File: config.mk
export PLATFORM = sky130hd
export DESIGN_NAME = fetch_unit_flat
export DESIGN_NICKNAME = d
export VERILOG_FILES = /design/src/rtl/fetch_unit_if.sv /design/src/rtl/fetch_unit.sv /design/src/flat_wrapper.sv
export SDC_FILE = /design/constraint.sdc
export NUM_CORES = 1
export LEC_CHECK = 0
export CAP_MARGIN = 20
export CORE_MARGIN = 2
export CORE_UTILIZATION = 45
export DETAILED_ROUTE_END_ITERATION = 8
export PLACE_DENSITY = 0.81
export SETUP_SLACK_MARGIN = 0.2
export SLEW_MARGIN = 20
export SYNTH_ARGS = -nofsm -noshare
export SYNTH_HDL_FRONTEND = slang
export SYNTH_SLANG_ARGS = --single-unit
File: constraint.sdc
create_clock -name clk -period 3.2 [get_ports clk]
set_input_delay 0.48 -clock clk [delete_from_list [all_inputs] [get_ports clk]]
set_output_delay 0.48 -clock clk [all_outputs]
set_load 0.01 [all_outputs]
File: src/rtl/fetch_unit_if.sv
`default_nettype none
// ============================================================================
// Module      : fetch_unit_if
// Description : Instruction-memory, redirect and decode handshake bundle for
//               the fetch unit. "master" is the fetch unit side, "slave" is
//               the memory/decode/branch side.
// Revision    : 1.0 - initial release
// ============================================================================
interface fetch_unit_if;
    logic        imem_req_valid;
    logic [31:0] imem_req_addr;
    logic        imem_req_ready;
    logic        imem_rsp_valid;
    logic [31:0] imem_rsp_data;
    logic        redirect_valid;
    logic [31:0] redirect_pc;
    logic        inst_valid;
    logic [31:0] inst_data;
    logic [31:0] inst_pc;
    logic        inst_ready;

    modport master (
        output imem_req_valid, imem_req_addr,
        input  imem_req_ready, imem_rsp_valid, imem_rsp_data,
        input  redirect_valid, redirect_pc,
        output inst_valid, inst_data, inst_pc,
        input  inst_ready
    );

    modport slave (
        input  imem_req_valid, imem_req_addr,
        output imem_req_ready, imem_rsp_valid, imem_rsp_data,
        output redirect_valid, redirect_pc,
        input  inst_valid, inst_data, inst_pc,
        output inst_ready
    );
endinterface
`default_nettype wire

File: src/rtl/fetch_unit.sv
`default_nettype none
// ============================================================================
// Module      : fetch_unit
// Description : Owns the architectural PC, issues one instruction fetch at a
//               time and hands each returned word plus its PC to decode.
//               Redirects replace the PC; a redirect while a read is in
//               flight marks the response to be dropped.
// Revision    : 1.0 - initial release
// ============================================================================
module fetch_unit #(
    parameter logic [31:0] RESET_PC = 32'h0000_0000,
    parameter logic [31:0] PC_STEP  = 32'd4
) (
    input  wire logic     clk,
    input  wire logic     rst,
    fetch_unit_if.master  bus
);

    typedef enum logic [1:0] {
        S_IDLE = 2'd0,
        S_REQ  = 2'd1,
        S_WAIT = 2'd2,
        S_HOLD = 2'd3
    } state_t;

    state_t      r_state;
    state_t      w_state_nxt;
    logic [31:0] r_pc;
    logic [31:0] r_inst_data;
    logic [31:0] r_inst_pc;
    logic        r_drop;
    logic [31:0] w_redir_pc;

    // Redirect targets are always word aligned.
    assign w_redir_pc = bus.redirect_pc & ~32'h0000_0003;

    // State register.
    always_ff @(posedge clk or posedge rst) begin
        if (rst) begin
            r_state <= S_IDLE;
        end else begin
            r_state <= w_state_nxt;
        end
    end

    // Next-state decode; a redirect in REQ cancels the handshake.
    always_comb begin
        w_state_nxt = r_state;
        case (r_state)
            S_IDLE: w_state_nxt = S_REQ;
            S_REQ: begin
                if (!bus.redirect_valid && bus.imem_req_ready) begin
                    w_state_nxt = S_WAIT;
                end
            end
            S_WAIT: begin
                if (bus.imem_rsp_valid) begin
                    w_state_nxt = (r_drop || bus.redirect_valid) ? S_REQ : S_HOLD;
                end
            end
            S_HOLD: begin
                if (bus.redirect_valid || bus.inst_ready) begin
                    w_state_nxt = S_REQ;
                end
            end
            default: w_state_nxt = S_IDLE;
        endcase
    end

    // PC, drop flag and held instruction registers.
    always_ff @(posedge clk or posedge rst) begin
        if (rst) begin
            r_pc        <= RESET_PC;
            r_drop      <= 1'b0;
            r_inst_data <= 32'h0000_0000;
            r_inst_pc   <= RESET_PC;
        end else begin
            case (r_state)
                S_REQ: begin
                    if (bus.redirect_valid) begin
                        r_pc <= w_redir_pc;
                    end
                end
                S_WAIT: begin
                    if (bus.imem_rsp_valid) begin
                        if (r_drop || bus.redirect_valid) begin
                            // Stale or superseded response: discard it.
                            r_drop <= 1'b0;
                            if (bus.redirect_valid) begin
                                r_pc <= w_redir_pc;
                            end
                        end else begin
                            r_inst_data <= bus.imem_rsp_data;
                            r_inst_pc   <= r_pc;
                        end
                    end else if (bus.redirect_valid) begin
                        // Read still in flight; remember to throw it away.
                        r_pc   <= w_redir_pc;
                        r_drop <= 1'b1;
                    end
                end
                S_HOLD: begin
                    if (bus.redirect_valid) begin
                        r_pc <= w_redir_pc;
                    end else if (bus.inst_ready) begin
                        r_pc <= r_pc + PC_STEP;
                    end
                end
                default: ;
            endcase
        end
    end

    assign bus.imem_req_valid = (r_state == S_REQ);
    assign bus.imem_req_addr  = r_pc;
    assign bus.inst_valid     = (r_state == S_HOLD);
    assign bus.inst_data      = r_inst_data;
    assign bus.inst_pc        = r_inst_pc;

endmodule
`default_nettype wire
File: src/flat_wrapper.sv
// flat-port wrapper written by rule: the top's interface ports become plain ports
module fetch_unit_flat 
#(
    parameter logic [31:0] RESET_PC = 32'h0000_0000,
    parameter logic [31:0] PC_STEP  = 32'd4
)
  (clk, rst, bus_imem_req_valid, bus_imem_req_addr, bus_imem_req_ready, bus_imem_rsp_valid, bus_imem_rsp_data, bus_redirect_valid, bus_redirect_pc, bus_inst_valid, bus_inst_data, bus_inst_pc, bus_inst_ready);
  fetch_unit_if bus_i ();
  input  wire logic clk;
  input  wire logic rst;
  output wire logic [$bits(bus_i.imem_req_valid)-1:0] bus_imem_req_valid;
  output wire logic [$bits(bus_i.imem_req_addr)-1:0] bus_imem_req_addr;
  input wire logic [$bits(bus_i.imem_req_ready)-1:0] bus_imem_req_ready;
  input wire logic [$bits(bus_i.imem_rsp_valid)-1:0] bus_imem_rsp_valid;
  input wire logic [$bits(bus_i.imem_rsp_data)-1:0] bus_imem_rsp_data;
  input wire logic [$bits(bus_i.redirect_valid)-1:0] bus_redirect_valid;
  input wire logic [$bits(bus_i.redirect_pc)-1:0] bus_redirect_pc;
  output wire logic [$bits(bus_i.inst_valid)-1:0] bus_inst_valid;
  output wire logic [$bits(bus_i.inst_data)-1:0] bus_inst_data;
  output wire logic [$bits(bus_i.inst_pc)-1:0] bus_inst_pc;
  input wire logic [$bits(bus_i.inst_ready)-1:0] bus_inst_ready;
  assign bus_imem_req_valid = bus_i.imem_req_valid;
  assign bus_imem_req_addr = bus_i.imem_req_addr;
  assign bus_i.imem_req_ready = bus_imem_req_ready;
  assign bus_i.imem_rsp_valid = bus_imem_rsp_valid;
  assign bus_i.imem_rsp_data = bus_imem_rsp_data;
  assign bus_i.redirect_valid = bus_redirect_valid;
  assign bus_i.redirect_pc = bus_redirect_pc;
  assign bus_inst_valid = bus_i.inst_valid;
  assign bus_inst_data = bus_i.inst_data;
  assign bus_inst_pc = bus_i.inst_pc;
  assign bus_i.inst_ready = bus_inst_ready;
  fetch_unit #(.RESET_PC(RESET_PC), .PC_STEP(PC_STEP)) u_core (.clk(clk), .rst(rst), .bus(bus_i));
endmodule
==> impl_metrics.json, run 1 <==
{
  "seqPwrFrac": 0.393,
  "antennaDiodeCount": 0,
  "vias_per_cell": 5.62,
  "die_w_um": 104,
  "finish.utilization": 0.663,
  "power_mw": 5.99,
  "p_clk_frac": 0.127,
  "antenna_found_initial": 0,
  "ctsHoldBuffers": 0,
  "fmax_ghz": 0.412,
  "drv_cap": 0,
  "regArea_mm2": 0.00238,
  "clock_sinks": 95,
  "p_switching_mw": 2.23,
  "yosysTopAreaCellShare": 0.528,
  "post-route-period-util": 0.758,
  "swShare": 0.373,
  "start_kind": "flop",
  "fin_nets": 629,
  "required_ns": 3.48,
  "hold_viol_final": 0,
  "die_area_mm2": 0.0108,
  "syn_avg_cell_area_um2": 11.3,
  "drc": 0,
  "firstDrtPassIters": 5,
  "hold_path_class": "input port to async pin",
  "first_iter_violations": 276,
  "outcome": "completed",
  "avgRoutedWirePerCell_um": 17.6,
  "ios": 168,
  "worst_hold_slack_ns": 0.483,
  "cts_tree": "done",
  "grt_max_degree": 63,
  "ant_nets": 0,
  "path_clk_slew_ns": 0.11,
  "power_density_mw_per_mm2": 928,
  "ir_drop_mv": 0.421,
  "n_fill_cell": 802,
  "yosys.area.top_type": "dfrtp_1",
  "grt-ovfl-total": 0,
  "yosysWarningCount": 0,
  "synth_edf_count": 0,
  "cts_buffer_depth": 2,
  "via_count": 3891,
  "htree_levels": 3,
  "gp_congestion": 0.882,
  "arrival_ns": 2.71,
  "synth_cell_types": 47,
  "grt_pass1_vias": 3806,
  "die_y_um": 104,
  "power.internal_mw": 3.75,
  "synth_seq_cells": 95,
  "fin_worst_skew_ns": 0.0134,
  "wl_um": 12200,
  "synthToLayoutAreaGrowth_pct": 43.4,
  "cts_root_buffer": "clkbuf_8",
  "grt_pass1_wl_um": 20000,
  "leakagePower_nw": 2.63,
  "worst_pin_slew_ns": 0.737,
  "grt_util_all_layers": 0.232,
  "multi_input_area_mm2": 0.00199,
  "cts_buffers": 9,
  "r2r_cells": 6,
  "drive_gt1_frac": 0.168,
  "critPathMaxFanout": 13,
  "slew_headroom": 0.507,
  "worstSetupPathType": "flop to flop",
  "worstSkewPairLatency_ns": 0.38,
  "initial_core_util": 0.462,
  "p_comb_frac": 0.480,
  "port_buffers": 161,
  "cts-resized-gates": 0,
  "rows": 36,
  "synth_ff_type": "dfrtp_1",
  "synth-async-reset-ratio": 1.00,
  "finalSetupViolations": 0,
  "synthesis.area_mm2": 0.00450,
  "tns_ns": 0,
  "netlist_instances": 399,
  "period_minus_slack_ns": 2.43,
  "post-cts-setup-buffer-count": 0,
  "rsz0062_at_grt": "no",
  "endpoint_kind": "flop",
  "report.final.slew_viol_count": 0,
  "synthTopCellsByArea": "dfrtp_1 (53%), mux2_2 (16%), a21oi_1 (3.3%)",
  "synth-seq-area-share": 0.528,
  "core_area_mm2": 0.00973,
  "dp_hpwl_um": 8680
}
==> metrics by stage <==
stage	setup slack, ns	area (µm²)	std cells
after floorplan	0.243	4510	402
after global placement	0.604	6270	676
after detailed placement	0.471	6270	676
after CTS	0.766	6450	692
after global routing	0.552	6450	692
final	0.773	6450	692
==> flip-flops by register name, summed over array words and instances, names as in the netlist <==
signal	count
u_core.bus.inst_data	32
u_core.bus.imem_req_addr	30
u_core.bus.inst_pc	30
u_core.r_state	2
u_core.r_drop	1
==> per-layer routing <==
layer | up-vias | routed length, µm | share of wire | track usage
met5 | - | 0 | 0 | 0
met4 | 0 | 327 | 0.027 | 0.111
met3 | 26 | 757 | 0.062 | 0.0395
met2 | 172 | 6090 | 0.50 | 0.372
met1 | 1904 | 5020 | 0.41 | 0.307
li1 | 1789 | - | - | -
==> cell type report <==
cell class | instances | share of cell area
sequential | 95 | 0.369
timing repair buffer | 170 | 0.266
tap | 133 | 0.0258
multi-input combinational | 272 | 0.308
inverter | 6 | 0.00388
clock buffer | 10 | 0.0198
clock inverter | 6 | 0.00815
==> logic make-up (layout without fill, tap and decap cells) <==
group | Yosys count | count (layout) | share of synthesized area
buffers and inverters | 35 | 192 | 0.0378
other | 1 | 4 | 0.000833
AND/OR/NAND/NOR | 107 | 107 | 0.131
AO/OA/AOI/OAI | 93 | 93 | 0.131
adder cells (fa/ha/maj) | 5 | 5 | 0.0139
flip-flops | 95 | 95 | 0.528
multiplexers | 63 | 63 | 0.157
==> layout by cell type, fill, tap and decap left out, types with 12 or more instances in the layout <==
| cell type | Yosys | routed |
|---|---|---|
| a21oi_1 | 30 | 30 |
| dfrtp_1 | 95 | 95 |
| mux2_2 | 62 | 62 |
| nand4_1 | 12 | 12 |
| nand3_1 | 20 | 20 |
| o21ai_0 | 18 | 18 |
| nand2_1 | 23 | 23 |
| nor2_1 | 20 | 20 |
| clkdlybuf4s50_1 | 0 | 161 |
==> critical path: stages (launching register included) <==
cell,delay [ns]
dfrtp_1,0.43
inv_1,0.09
ha_1,0.22
nor4bb_4,0.52
or3_1,0.54
nor2_1,0.21
a311oi_1,0.31
==> power groups by stage <==
stage,Combinational [mW],Sequential (mW),Clock (mW)
final,2.87,2.35,0.762
after global routing,3.06,2.46,0.825
after CTS,2.89,2.35,0.777
after detailed placement,2.88,2.37,0
after global placement,2.80,2.33,0
after floorplan,1.13,2.49,0
==> cells in the mapped netlist, types with 2 or more instances <==
| cell type | count |
|---|---|
| dfrtp_1 | 95 |
| clkbuf_1 | 9 |
| a2bb2oi_1 | 7 |
| nand2_1 | 23 |
| a22oi_1 | 4 |
| buf_4 | 6 |
| inv_1 | 6 |
| and2_1 | 3 |
| ha_1 | 5 |
| o22a_1 | 4 |
| a311oi_1 | 3 |
| o21ai_0 | 18 |
| and3_1 | 5 |
| nand4_1 | 12 |
| a21oi_1 | 30 |
| nor3_1 | 5 |
| nand3_1 | 20 |
| mux2_2 | 62 |
| a31oi_1 | 5 |
| buf_2 | 12 |
| and4_1 | 2 |
| nand2b_1 | 2 |
| o211ai_1 | 4 |
| a211oi_1 | 2 |
| nor2_1 | 20 |
| nor2b_1 | 2 |
| or3_1 | 5 |
| o22ai_1 | 9 |
==> worst paths after layout <==
kind	from	to	slack, ns
setup / recovery	u_core.r_state[0]$_DFFE_PP0P_	u_core.bus.imem_req_addr[25]$_DFFE_PP0P_	0.77
max in group asynchronous	rst	u_core.bus.inst_pc[11]$_DFFE_PP0P_	2.03
hold reg to reg	u_core.bus.inst_pc[17]$_DFFE_PP0P_	u_core.bus.inst_pc[17]$_DFFE_PP0P_	0.51
setup reg to reg	u_core.r_state[0]$_DFFE_PP0P_	u_core.bus.imem_req_addr[25]$_DFFE_PP0P_	0.77
hold / removal	rst	u_core.bus.inst_pc[23]$_DFFE_PP0P_	0.48
min in group clk	u_core.bus.inst_pc[17]$_DFFE_PP0P_	u_core.bus.inst_pc[17]$_DFFE_PP0P_	0.51
No activity file was read; power rests on OpenSTA's default activity.
==> inputs of run 2 (changes only) <==
==> constraint.sdc (replaced) <==
create_clock -name clk -period 2.4 [get_ports clk]
set_input_delay 0.36 -clock clk [delete_from_list [all_inputs] [get_ports clk]]
set_output_delay 0.36 -clock clk [all_outputs]
set_load 0.01 [all_outputs]
==> impl_metrics.json, run 2 (synthesis gave the netlist of run 1 again) <==
{
  "required_ns": 2.64,
  "vias_per_cell": 5.63,
  "max_stage_delay_ns": 0.42,
  "initial_core_util": 0.462,
  "leakagePower_nw": 2.70,
  "fin_worst_skew_ns": 0.00907,
  "final_cell_mix": "clkdlybuf4s50_1 (161), dfrtp_1 (94), mux2_2 (62), a21oi_1 (30), nand2_1 (23)",
  "cts_tree": "done",
  "final_common_cell": "clkdlybuf4s50_1",
  "rsz0062_at_grt": "no",
  "antenna_found_initial": 0,
  "gp_congestion": 0.846,
  "grt_util_all_layers": 0.237,
  "path_cells": "inv_1 > ha_1 > nor4bb_4 > buf_4 > buf_12 > mux2_2",
  "ant_nets": 0,
  "outcome": "completed",
  "worst_hold_slack_ns": 0.469,
  "die_w_um": 104,
  "fmax_ghz": 0.479,
  "n_fill_cell": 780,
  "finalSetupViolations": 0,
  "seqPwrFrac": 0.386,
  "p_comb_frac": 0.487,
  "worst_pin_slew_ns": 0.668,
  "p_switching_mw": 2.94,
  "arrival_ns": 2.33,
  "drive_gt1_frac": 0.189,
  "r2r_cells": 6,
  "cts_buffers": 9,
  "post-cts-setup-buffer-count": 0,
  "endpoint_kind": "flop",
  "cts_buffer_depth": 2,
  "grt_pass1_wl_um": 20700,
  "p_clk_frac": 0.126,
  "worstSetupPathType": "flop to flop",
  "critPathMaxFanout": 49,
  "start_kind": "flop",
  "first_iter_violations": 260,
  "die_y_um": 104,
  "largest_reg_flops": 32,
  "hold_path_class": "input port to async pin",
  "wl_um": 12500,
  "drv_cap": 0,
  "synthToLayoutAreaGrowth_pct": 45.7,
  "via_count": 3956,
  "antennaDiodeCount": 0,
  "slew_headroom": 0.551,
  "htree_levels": 3,
  "port_buffers": 161,
  "fin_nets": 641,
  "clock_sinks": 95,
  "grt_pass1_vias": 3991,
  "grt-ovfl-total": 0,
  "slowest_stage": "dfrtp_1",
  "post-route-period-util": 0.871,
  "ir_drop_mv": 0.626,
  "tns_ns": 0,
  "power.internal_mw": 5.15,
  "period_minus_slack_ns": 2.09,
  "cts_root_buffer": "clkbuf_8",
  "drc": 0,
  "grt_max_degree": 96,
  "dp_hpwl_um": 9140,
  "finish.utilization": 0.674,
  "path_clk_slew_ns": 0.10,
  "die_area_mm2": 0.0108,
  "avgRoutedWirePerCell_um": 17.8,
  "report.final.slew_viol_count": 0,
  "rows": 36,
  "ios": 168,
  "core_area_mm2": 0.00973,
  "swShare": 0.364,
  "cts-resized-gates": 0,
  "ctsHoldBuffers": 0,
  "power_density_mw_per_mm2": 1230,
  "firstDrtPassIters": 5,
  "worstSkewPairLatency_ns": 0.35,
  "hold_viol_final": 0
}
[run 2: layout make-up]
type	count	area [µm²]	area share
clock inverter	6	61.3	0.00935
timing repair buffer	182	1810	0.276
sequential	95	2380	0.363
multi-input combinational	272	1990	0.304
inverter	6	26.3	0.00401
tap	133	166	0.0254
clock buffer	9	124	0.0189
[run 2: final timing paths]
path                                                    startpoint                                        to  slack (ns)
worst max-delay path                 u_core.r_state[0]$_DFFE_PP0P_      u_core.bus.inst_data[20]$_DFFE_PP0P_        0.31
worst min-delay path                                           rst        u_core.bus.inst_pc[23]$_DFFE_PP0P_        0.47
worst max register to register       u_core.r_state[0]$_DFFE_PP0P_      u_core.bus.inst_data[20]$_DFFE_PP0P_        0.31
worst min register to register  u_core.bus.inst_pc[13]$_DFFE_PP0P_        u_core.bus.inst_pc[13]$_DFFE_PP0P_        0.51
max in group asynchronous                                      rst  u_core.bus.imem_req_addr[22]$_DFFE_PP0P_        1.52
min in group clk                u_core.bus.inst_pc[13]$_DFFE_PP0P_        u_core.bus.inst_pc[13]$_DFFE_PP0P_        0.51
[run 2: power by group through the flow]
stage | Clock (mW) | Sequential [mW] | Combinational, mW
after floorplan | 0 | 3.32 | 1.51
after global placement | 0 | 3.07 | 3.83
after detailed placement | 0 | 3.15 | 3.94
after CTS | 1.05 | 3.11 | 3.96
after global routing | 1.12 | 3.25 | 4.21
final | 1.02 | 3.12 | 3.94
[run 2: metrics by stage]
stage          std cells  setup WS [ns]  power [mW]  instance area [µm²]
2_1_floorplan        402          0.404        4.83                 4510
3_3_place_gp         688          0.147        6.90                 6360
3_5_place_dp         688         0.0669        7.08                 6360
4_1_cts              703          0.301        8.13                 6550
5_1_grt              703          0.224        8.59                 6550
6_report             703          0.310        8.09                 6550
[run 2: worst max-delay path, delay by kind of cell, from the launching register on]
family,cells,cell delay [ns]
DFF,1,0.42
and+or+nand+nor,1,0.37
muxes,1,0.38
adders and majority gates,1,0.21
buffers and inverters,3,0.55
[run 2: layer usage]
| metal | GRT usage | routed length [µm] | share of wire |
|---|---|---|---|
| met1 | 0.301 | 5110 | 0.41 |
| met2 | 0.412 | 6360 | 0.51 |
| met3 | 0.0464 | 853 | 0.068 |
| met4 | 0.0685 | 191 | 0.015 |
| met5 | 0 | 0 | 0 |
